### src/rtl/timer_dev_pkg.sv
// Shared definitions for the timer_dev countdown timer: FSM states,
// register offsets, CTRL bit positions and MODE encodings.
package timer_dev_pkg;

    typedef enum logic [1:0] {
        S_IDLE = 2'd0,
        S_LOAD = 2'd1,
        S_CNT  = 2'd2,
        S_INT  = 2'd3
    } state_t;

    // Word offsets on the 2-bit address bus
    localparam logic [1:0] TC_CTRL   = 2'd0;
    localparam logic [1:0] TC_PRESET = 2'd1;
    localparam logic [1:0] TC_COUNT  = 2'd2;

    // CTRL bit positions (MODE occupies MODE+1:MODE)
    localparam int EN   = 0;
    localparam int MODE = 1;
    localparam int IM   = 3;

    localparam logic [1:0] MODE_ONESHOT = 2'b00;
    localparam logic [1:0] MODE_RELOAD  = 2'b01;

    // Only 01 selects auto-reload; 10 and 11 fall back to one-shot
    function automatic logic is_reload(input logic [3:0] ctrl);
        return ctrl[MODE +: 2] == MODE_RELOAD;
    endfunction

endpackage

### src/rtl/timer_dev.sv
// Memory-mapped countdown timer: CTRL/PRESET/COUNT registers, a four-state
// countdown FSM and a maskable interrupt (level in one-shot, pulse in reload).
module timer_dev
    import timer_dev_pkg::*;
(
    input  logic        clk,
    input  logic        reset,
    input  logic [1:0]  addr,
    input  logic        we,
    input  logic [31:0] wdata,
    output logic [31:0] rdata,
    output logic        irq
);

    state_t      state_q, state_d;
    logic [3:0]  ctrl_q, ctrl_d;
    logic [31:0] preset_q, preset_d;
    logic [31:0] count_q, count_d;
    logic        pending_q, pending_d;
    logic        wr_ctrl, wr_preset;

    assign wr_ctrl   = we && (addr == TC_CTRL);
    assign wr_preset = we && (addr == TC_PRESET);

    // Next-state and register update: FSM effects first, core writes override
    always_comb begin
        state_d   = state_q;
        ctrl_d    = ctrl_q;
        preset_d  = preset_q;
        count_d   = count_q;
        pending_d = pending_q;

        case (state_q)
            S_IDLE: begin
                if (ctrl_q[EN]) state_d = S_LOAD;
            end
            S_LOAD: begin
                count_d = preset_q;
                state_d = S_CNT;
            end
            S_CNT: begin
                if (!ctrl_q[EN]) begin
                    state_d = S_IDLE;
                end else if (count_q > 32'd1) begin
                    count_d = count_q - 32'd1;
                end else begin
                    // Expiry at 1 or 0: never decrement past zero
                    count_d   = 32'd0;
                    pending_d = 1'b1;
                    state_d   = S_INT;
                end
            end
            S_INT: begin
                if (is_reload(ctrl_q)) begin
                    pending_d = 1'b0;
                    state_d   = S_LOAD;
                end else begin
                    ctrl_d[EN] = 1'b0;
                    state_d    = S_IDLE;
                end
            end
            default: state_d = S_IDLE;
        endcase

        // A core write to CTRL wins over the FSM clearing EN in the same edge
        if (wr_ctrl)   ctrl_d   = wdata[3:0];
        if (wr_preset) preset_d = wdata;
        // Write-clear of pending has priority over expiry setting it
        if (wr_ctrl || wr_preset) pending_d = 1'b0;
    end

    // State and register file, cleared asynchronously
    always_ff @(posedge clk or posedge reset) begin
        if (reset) begin
            state_q   <= S_IDLE;
            ctrl_q    <= 4'd0;
            preset_q  <= 32'd0;
            count_q   <= 32'd0;
            pending_q <= 1'b0;
        end else begin
            state_q   <= state_d;
            ctrl_q    <= ctrl_d;
            preset_q  <= preset_d;
            count_q   <= count_d;
            pending_q <= pending_d;
        end
    end

    // Combinational register read; reserved offset reads zero
    always_comb begin
        rdata = 32'd0;
        case (addr)
            TC_CTRL:   rdata = {28'd0, ctrl_q};
            TC_PRESET: rdata = preset_q;
            TC_COUNT:  rdata = count_q;
            default:   rdata = 32'd0;
        endcase
    end

    assign irq = pending_q & ctrl_q[IM];

endmodule
### config.mk
export PLATFORM = sky130hd
export DESIGN_NAME = timer_dev
export DESIGN_NICKNAME = d
export VERILOG_FILES = /design/src/rtl/timer_dev_pkg.sv /design/src/rtl/timer_dev.sv
export SDC_FILE = /design/constraint.sdc
export NUM_CORES = 1
export LEC_CHECK = 0
export CAP_MARGIN = 20
export CORE_MARGIN = 2
export CORE_UTILIZATION = 40
export CTS_BUF_LIST = sky130_fd_sc_hd__clkbuf_4 sky130_fd_sc_hd__clkbuf_8
export DETAILED_ROUTE_END_ITERATION = 7
export SLEW_MARGIN = 15
export SYNTH_ARGS = -nofsm -noshare
export SYNTH_HDL_FRONTEND = slang
export SYNTH_SLANG_ARGS = --single-unit
### constraint.sdc
create_clock -name clk -period 6.22 [get_ports clk]
set_clock_uncertainty 0.2 [all_clocks]
set_input_delay 1.555 -clock clk [delete_from_list [all_inputs] [get_ports clk]]
set_output_delay 1.555 -clock clk [all_outputs]
set_load 0.03 [all_outputs]
==> results.json, run 1 <==
{
  "worstHoldStart": "preset_q[27]",
  "final_nets": 512,
  "worstPathMaxFanout": 28,
  "grt_pass1_wl_um": 18600,
  "grt_pass1_vias": 3577,
  "powerDensity_mw_per_mm2": 406,
  "tightest_slew_ns": 1.04,
  "gr-usage-met1_pct": 29.1,
  "fp.dieH_um": 106,
  "num_vias": 3635,
  "wl_per_cell_um": 18.8,
  "wirelength_um": 11500,
  "avgSynthCellArea_um2": 9.97,
  "cts_resized": 0,
  "gp_congestion": 0.860,
  "numPortBuffers": 69,
  "reg2reg_to": "count_q[20]",
  "initial_core_util_pct": 40.9,
  "fill_cells": 968,
  "hp-class": "reg2reg",
  "final_max_slew_viol_count": 0,
  "power_frac_comb_pct": 43.9,
  "outcome": "finished, final reports clean",
  "ff2ff_setup_slack_ns": 2.77,
  "start_kind": "input port",
  "ys_ff_latch": 71,
  "rows": 37,
  "end_kind": "primary output",
  "place_inst": 597,
  "grt_overflow": 0,
  "final_layout_size_suffix_gt1_share_pct": 16.5,
  "dieArea_mm2": 0.0113,
  "yosys.area_share.adder_pct": 0.598,
  "ios": 70,
  "post-route-worst-setup-slack_ns": 0.802,
  "die_w_um": 106,
  "gr-usage-all-layers_pct": 20.9,
  "first_iter_violations": 158,
  "critPathRequiredTime_ns": 4.47,
  "clkPwrFrac_pct": 16.4,
  "synth-compound-area-share_pct": 21.3,
  "rsz0062_at_grt": "false",
  "synth_nets": 459,
  "yosysWarnings": 0,
  "synthCells": 420,
  "drtPass1Iterations": 4,
  "p_int_mw": 1.19,
  "cts-root-buf": "clkbuf_8",
  "vdd_drop_max_mv": 0.157,
  "p_leak_nw": 2.01,
  "synth-xor-area-share_pct": 0,
  "hold_depth": 2,
  "htreeDepth": 3,
  "ys_async_sr_fraction_pct": 100,
  "worstSkewPairLatency_ns": 0.35,
  "timing.slew.headroom_pct": 30.7,
  "final_cells": 614,
  "top_usage_layer": "met2",
  "p_sw_uw": 899,
  "drc": 0,
  "area_delta_synth_final_pct": 22.5,
  "swShare_pct": 43.1,
  "antenna_found_initial": 0,
  "synth_enable_flop_cells": 0,
  "post-cts-setup-buffers": 0,
  "synth.area.mux_share_pct": 10.6,
  "grt_max_degree": 38,
  "ant_nets": 0,
  "hold_viol": 0,
  "synth_top_family_by_area": "compound AO/OA/AOI/OAI gates",
  "min_to": "count_q[27]",
  "grt_use_met3_pct": 3.99,
  "synthSimpleGateAreaFrac_pct": 19.9,
  "synth_seq_area_share_pct": 42.4,
  "synth_flop_cell": "dfrtp_1",
  "postCtsHoldBufs": 0,
  "via_per_inst": 5.92,
  "synth_area_mm2": 0.00419,
  "rr_startpoint": "count_q[17]",
  "fmax_ghz": 0.185,
  "fin_crit_ns": 5.42,
  "clk_path_buf_depth": 2,
  "cts_buffers": 9,
  "design.core.area_mm2": 0.0102,
  "n_antenna_cell": 0,
  "gr-usage-met2_pct": 33.0,
  "fin_crit_sh_pct": 87.1,
  "hpwl_um": 7650,
  "final_core_util_pct": 50.2,
  "critPathArrivalTime_ns": 3.66,
  "maxCapViolations": 0,
  "synth.distinct_cells": 64,
  "cts_tree": "done",
  "crit_type": "in2out",
  "post-place-ws_ns": 0.805,
  "setup_tns_ns": 0,
  "path_clk_slew_ns": 0.08,
  "cts_sinks": 71,
  "power_frac_seq_pct": 39.7,
  "rr_worst_depth": 5,
  "finalSetupViolCount": 0
}
==> registers in the layout (all words and copies together), names as in the netlist <==
signal     count
state_q        2
count_q       32
ctrl_q         4
preset_q      32
pending_q      1
==> area by class of cell <==
type / instances / area [µm²] / share of cell area, %
timing repair buffer: 78 / 766 / 14.9
clock inverter: 5 / 33.8 / 0.658
inverter: 10 / 37.5 / 0.732
clock buffer: 11 / 145 / 2.83
sequential: 71 / 1780 / 34.6
tap: 136 / 170 / 3.32
multi-input combinational: 303 / 2200 / 42.9
==> power by group through the flow <==
stage               Sequential (mW)  Combinational (mW)  Clock, mW
floorplan                     0.743               0.713          0
CTS                           0.821               0.910      0.346
finish                        0.827               0.916      0.342
global route                  0.856                1.01      0.372
global placement              0.830               0.889          0
detailed placement            0.828               0.907          0
==> cells in the mapped netlist (all sizes together) (2+ instances only) <==
master    n  area [µm²]
nor3     10        55.1
a221o     6        60.1
o22ai     7        43.8
and2      3        20.0
o31a      2        18.8
or4       9        71.3
a22o     30         264
and3      4        25.0
o21ai    11        55.1
a2bb2oi   2        17.5
mux2i     5        50.1
nor2     12        47.6
a311o     3        30.0
inv       9        33.8
nand2    37         139
dfrtp    71        1780
clkbuf   20        75.1
or2       6        37.5
a21oi    12        60.1
nand2b    5        31.3
nor4     12        90.1
o211ai    9        67.6
a31oi     4        25.0
ha        2        25.0
mux2     35         394
a32oi     3        26.3
nor4b     3        41.3
o41a      4        45.0
or3      10        63.8
nand4     5        31.3
nor2b     7        43.8
a22oi     8        60.1
o31ai     4        35.0
nand3    18        90.1
buf      16         104
o311ai    2        17.5
==> worst max-delay path by stage <==
stage                     startpoint        end  slack [ns]  depth (start not counted)
after floorplan              addr[1]  rdata[10]        1.57                          5
after global placement       addr[1]  rdata[20]        0.81                          5
after detailed placement     addr[1]  rdata[20]        0.80                          5
after CTS                    addr[1]  rdata[20]        0.80                          5
after global routing         addr[1]  rdata[28]        0.71                          5
final                        addr[1]  rdata[28]        0.80                          5
==> kinds of logic after synthesis <==
family	after synthesis
simple gates	146
compound gates	115
flops	71
buf+inv	46
mux	40
fa+ha+maj	2
==> per-layer routing <==
metal | up-vias | share of wire, % | wire (µm)
met5 | - | 0 | 0
met3 | 13 | 5.0 | 575
met4 | 0 | 1.3 | 148
met1 | 1798 | 46 | 5360
met2 | 98 | 47 | 5440
li1 | 1726 | - | -
==> critical path, cell delays in order <==
cell and delay, ns:
clkdlybuf4s50_1 0.66, nor2b_2 0.21, buf_4 0.33, a22o_1 0.21, clkdlybuf4s50_1 0.68
==> layout by cell type (no fill, tap or decap), drive strengths merged, types with 2 or more instances in the layout <==
| cell | Yosys | routed |
|---|---|---|
| o31a | 2 | 2 |
| a221o | 6 | 6 |
| clkdlybuf4s50 | 0 | 69 |
| and3 | 4 | 4 |
| a2bb2oi | 2 | 2 |
| a311o | 3 | 3 |
| ha | 2 | 2 |
| nor2 | 12 | 12 |
| inv | 9 | 9 |
| a31oi | 4 | 4 |
| o22ai | 7 | 7 |
| a22oi | 8 | 8 |
| nand3 | 18 | 18 |
| dfrtp | 71 | 71 |
| buf | 16 | 9 |
| or2 | 6 | 6 |
| nand2 | 37 | 37 |
| clkinv | 1 | 4 |
| or4 | 9 | 9 |
| and2 | 3 | 3 |
| nor3 | 10 | 10 |
| a32oi | 3 | 3 |
| mux2 | 35 | 35 |
| mux2i | 5 | 5 |
| o21ai | 11 | 11 |
| nand2b | 5 | 5 |
| o41a | 4 | 4 |
| o31ai | 4 | 4 |
| clkbuf | 20 | 11 |
| a21oi | 12 | 12 |
| nor4b | 3 | 3 |
| clkinvlp | 0 | 2 |
| nand4 | 5 | 5 |
| a22o | 30 | 30 |
| nor4 | 12 | 12 |
| nor2b | 7 | 7 |
| o211ai | 9 | 9 |
| o311ai | 2 | 2 |
| or3 | 10 | 10 |
==> metrics by stage <==
stage | total power [mW] | area (µm²) | hold slack [ns]
final | 2.09 | 5130 | 0.321
after global routing | 2.24 | 5130 | 0.353
after CTS | 2.08 | 5120 | 0.320
after detailed placement | 1.74 | 4940 | 0.303
after global placement | 1.72 | 4940 | 0.306
after floorplan | 1.46 | 4190 | 0.273
Power figures use the tool's default switching activity.
==> inputs of run 2 (changes only) <==
--- a/config.mk
+++ b/config.mk
@@ -7,9 +7,10 @@
 export LEC_CHECK = 0
 export CAP_MARGIN = 20
 export CORE_MARGIN = 2
-export CORE_UTILIZATION = 40
+export CORE_UTILIZATION = 60
 export CTS_BUF_LIST = sky130_fd_sc_hd__clkbuf_4 sky130_fd_sc_hd__clkbuf_8
 export DETAILED_ROUTE_END_ITERATION = 7
+export PLACE_DENSITY = 0.89
 export SLEW_MARGIN = 15
 export SYNTH_ARGS = -nofsm -noshare
 export SYNTH_HDL_FRONTEND = slang
==> run 2 against run 1 <==
Net effect:
- sequential cell count unchanged
- combinational power about the same
- cell count decreased by 9.4%
- cell area decreased by 0.51%
- first-iteration DRC count increased by 140%
- wire length decreased by 2.7%
- clock power increased by 36%
- register-to-register slack got worse by 0.03 ns
- largest cell class unchanged
- largest power group unchanged
- highest routed layer unchanged
==> results.json, run 2 (synthesis gave the netlist of run 1 again) <==
{
  "initial_core_util_pct": 62.0,
  "die_w_um": 87.5,
  "vdd_drop_max_mv": 0.254,
  "layout_common_cells": "71 x dfrtp_1, 69 x clkdlybuf4s50_1, 37 x nand2_1",
  "cts_buffers": 9,
  "finalSetupViolCount": 0,
  "worstSkewPairLatency_ns": 0.37,
  "maxCapViolations": 0,
  "path_clk_slew_ns": 0.08,
  "critPathRequiredTime_ns": 4.47,
  "area_delta_synth_final_pct": 21.9,
  "grt_pass1_vias": 3616,
  "htreeDepth": 3,
  "fin_crit_ns": 5.38,
  "hp-class": "reg2reg",
  "p_leak_nw": 2.03,
  "fmax_ghz": 0.186,
  "grt_pass1_wl_um": 18200,
  "cts_sinks": 71,
  "n_antenna_cell": 0,
  "design.core.area_mm2": 0.00676,
  "placed_cell_area_mm2": 0.00486,
  "p_total_mw": 2.21,
  "grt_overflow": 0,
  "tightest_slew_ns": 1.09,
  "final_max_slew_viol_count": 0,
  "final_nets": 510,
  "wirelength_um": 11200,
  "cts_resized": 0,
  "setup_tns_ns": 0,
  "ant_nets": 0,
  "fill_cells": 490,
  "final_layout_size_suffix_gt1_share_pct": 16.2,
  "antenna_found_initial": 0,
  "via_per_inst": 6.86,
  "post-cts-setup-buffers": 0,
  "dieArea_mm2": 0.00766,
  "fin_area_mm2": 0.00510,
  "rows": 30,
  "rsz0062_at_grt": "false",
  "critPathArrivalTime_ns": 3.63,
  "hold_slack_ns": 0.337,
  "fp.dieH_um": 87.5,
  "num_vias": 3814,
  "numPortBuffers": 69,
  "worstPathMaxFanout": 28,
  "ios": 70,
  "top_regs": "count_q: 32 flops, preset_q: 32 flops, ctrl_q: 4 flops",
  "end_kind": "primary output",
  "fin_crit_sh_pct": 86.5,
  "hpwl_um": 7230,
  "crit_type": "in2out",
  "start_kind": "input port",
  "gp_congestion": 0.889,
  "outcome": "finished, final reports clean",
  "grt_max_degree": 40,
  "timing.slew.headroom_pct": 27.4,
  "powerDensity_mw_per_mm2": 434,
  "hold_viol": 0,
  "clk_path_buf_depth": 2,
  "first_iter_violations": 374,
  "gr-usage-all-layers_pct": 30.5,
  "cts_tree": "done",
  "drc": 0,
  "drtPass1Iterations": 5,
  "final_common_cell": "dfrtp_1",
  "postCtsHoldBufs": 0,
  "cts-root-buf": "clkbuf_8",
  "wl_per_cell_um": 20.2
}
run 2: changes by cell type in the layout (fill, tap and decap cells not counted):
| cell | change |
|---|---|
| bufinv_16 | +3 |
| buf_4 | -1 |
| buf_8 | -1 |
| clkbuf_4 | -1 |
| clkinv_4 | -1 |
| clkinvlp_4 | -1 |
run 2: final cells by class:
cell class | instances | area (µm²) | share of cell area [%]
timing repair buffer | 76 | 743 | 14.6
clock inverter | 6 | 108 | 2.11
inverter | 10 | 37.5 | 0.735
sequential | 71 | 1780 | 34.8
multi-input combinational | 303 | 2200 | 43.1
tap | 80 | 100 | 1.96
clock buffer | 10 | 138 | 2.70
run 2: per-stage QoR:
stage          setup slack (ns)  utilization, %  cells
2_1_floorplan              1.57               -    420
3_3_place_gp              0.889            71.9    540
3_5_place_dp              0.865            71.9    540
4_1_cts                   0.837            75.6    556
5_1_grt                   0.735            75.6    556
6_report                  0.839            75.6    556
run 2: final timing paths:
check,slack [ns],endpoint,cells after the start,start
worst min-delay path,0.34,preset_q[29],1,preset_q[29]
min in group asynchronous,1.41,preset_q[24],2,reset
max in group asynchronous,3.44,count_q[13],3,reset
worst max-delay path,0.84,rdata[20],5,addr[1]
worst max register to register,2.74,count_q[26],5,count_q[17]
worst min register to register,0.34,preset_q[29],1,preset_q[29]
run 2: critical path, stage by stage:
cell	delay (ns)
clkdlybuf4s50_1	0.68
nor2b_2	0.20
buf_4	0.30
a22o_1	0.19
clkdlybuf4s50_1	0.68
run 2: power breakdown:
group,total (mW),switching [mW],internal [mW]
clock network,0.464,0.188,0.276
logic,0.917,0.514,0.403
registers,0.833,0.216,0.617
run 2: routing by layer:
metal / track usage (%) / part of all wire (%)
met5: 0 / 0
met4: 13.6 / 1.9
met3: 5.37 / 7.0
met2: 48.0 / 49
met1: 41.6 / 42
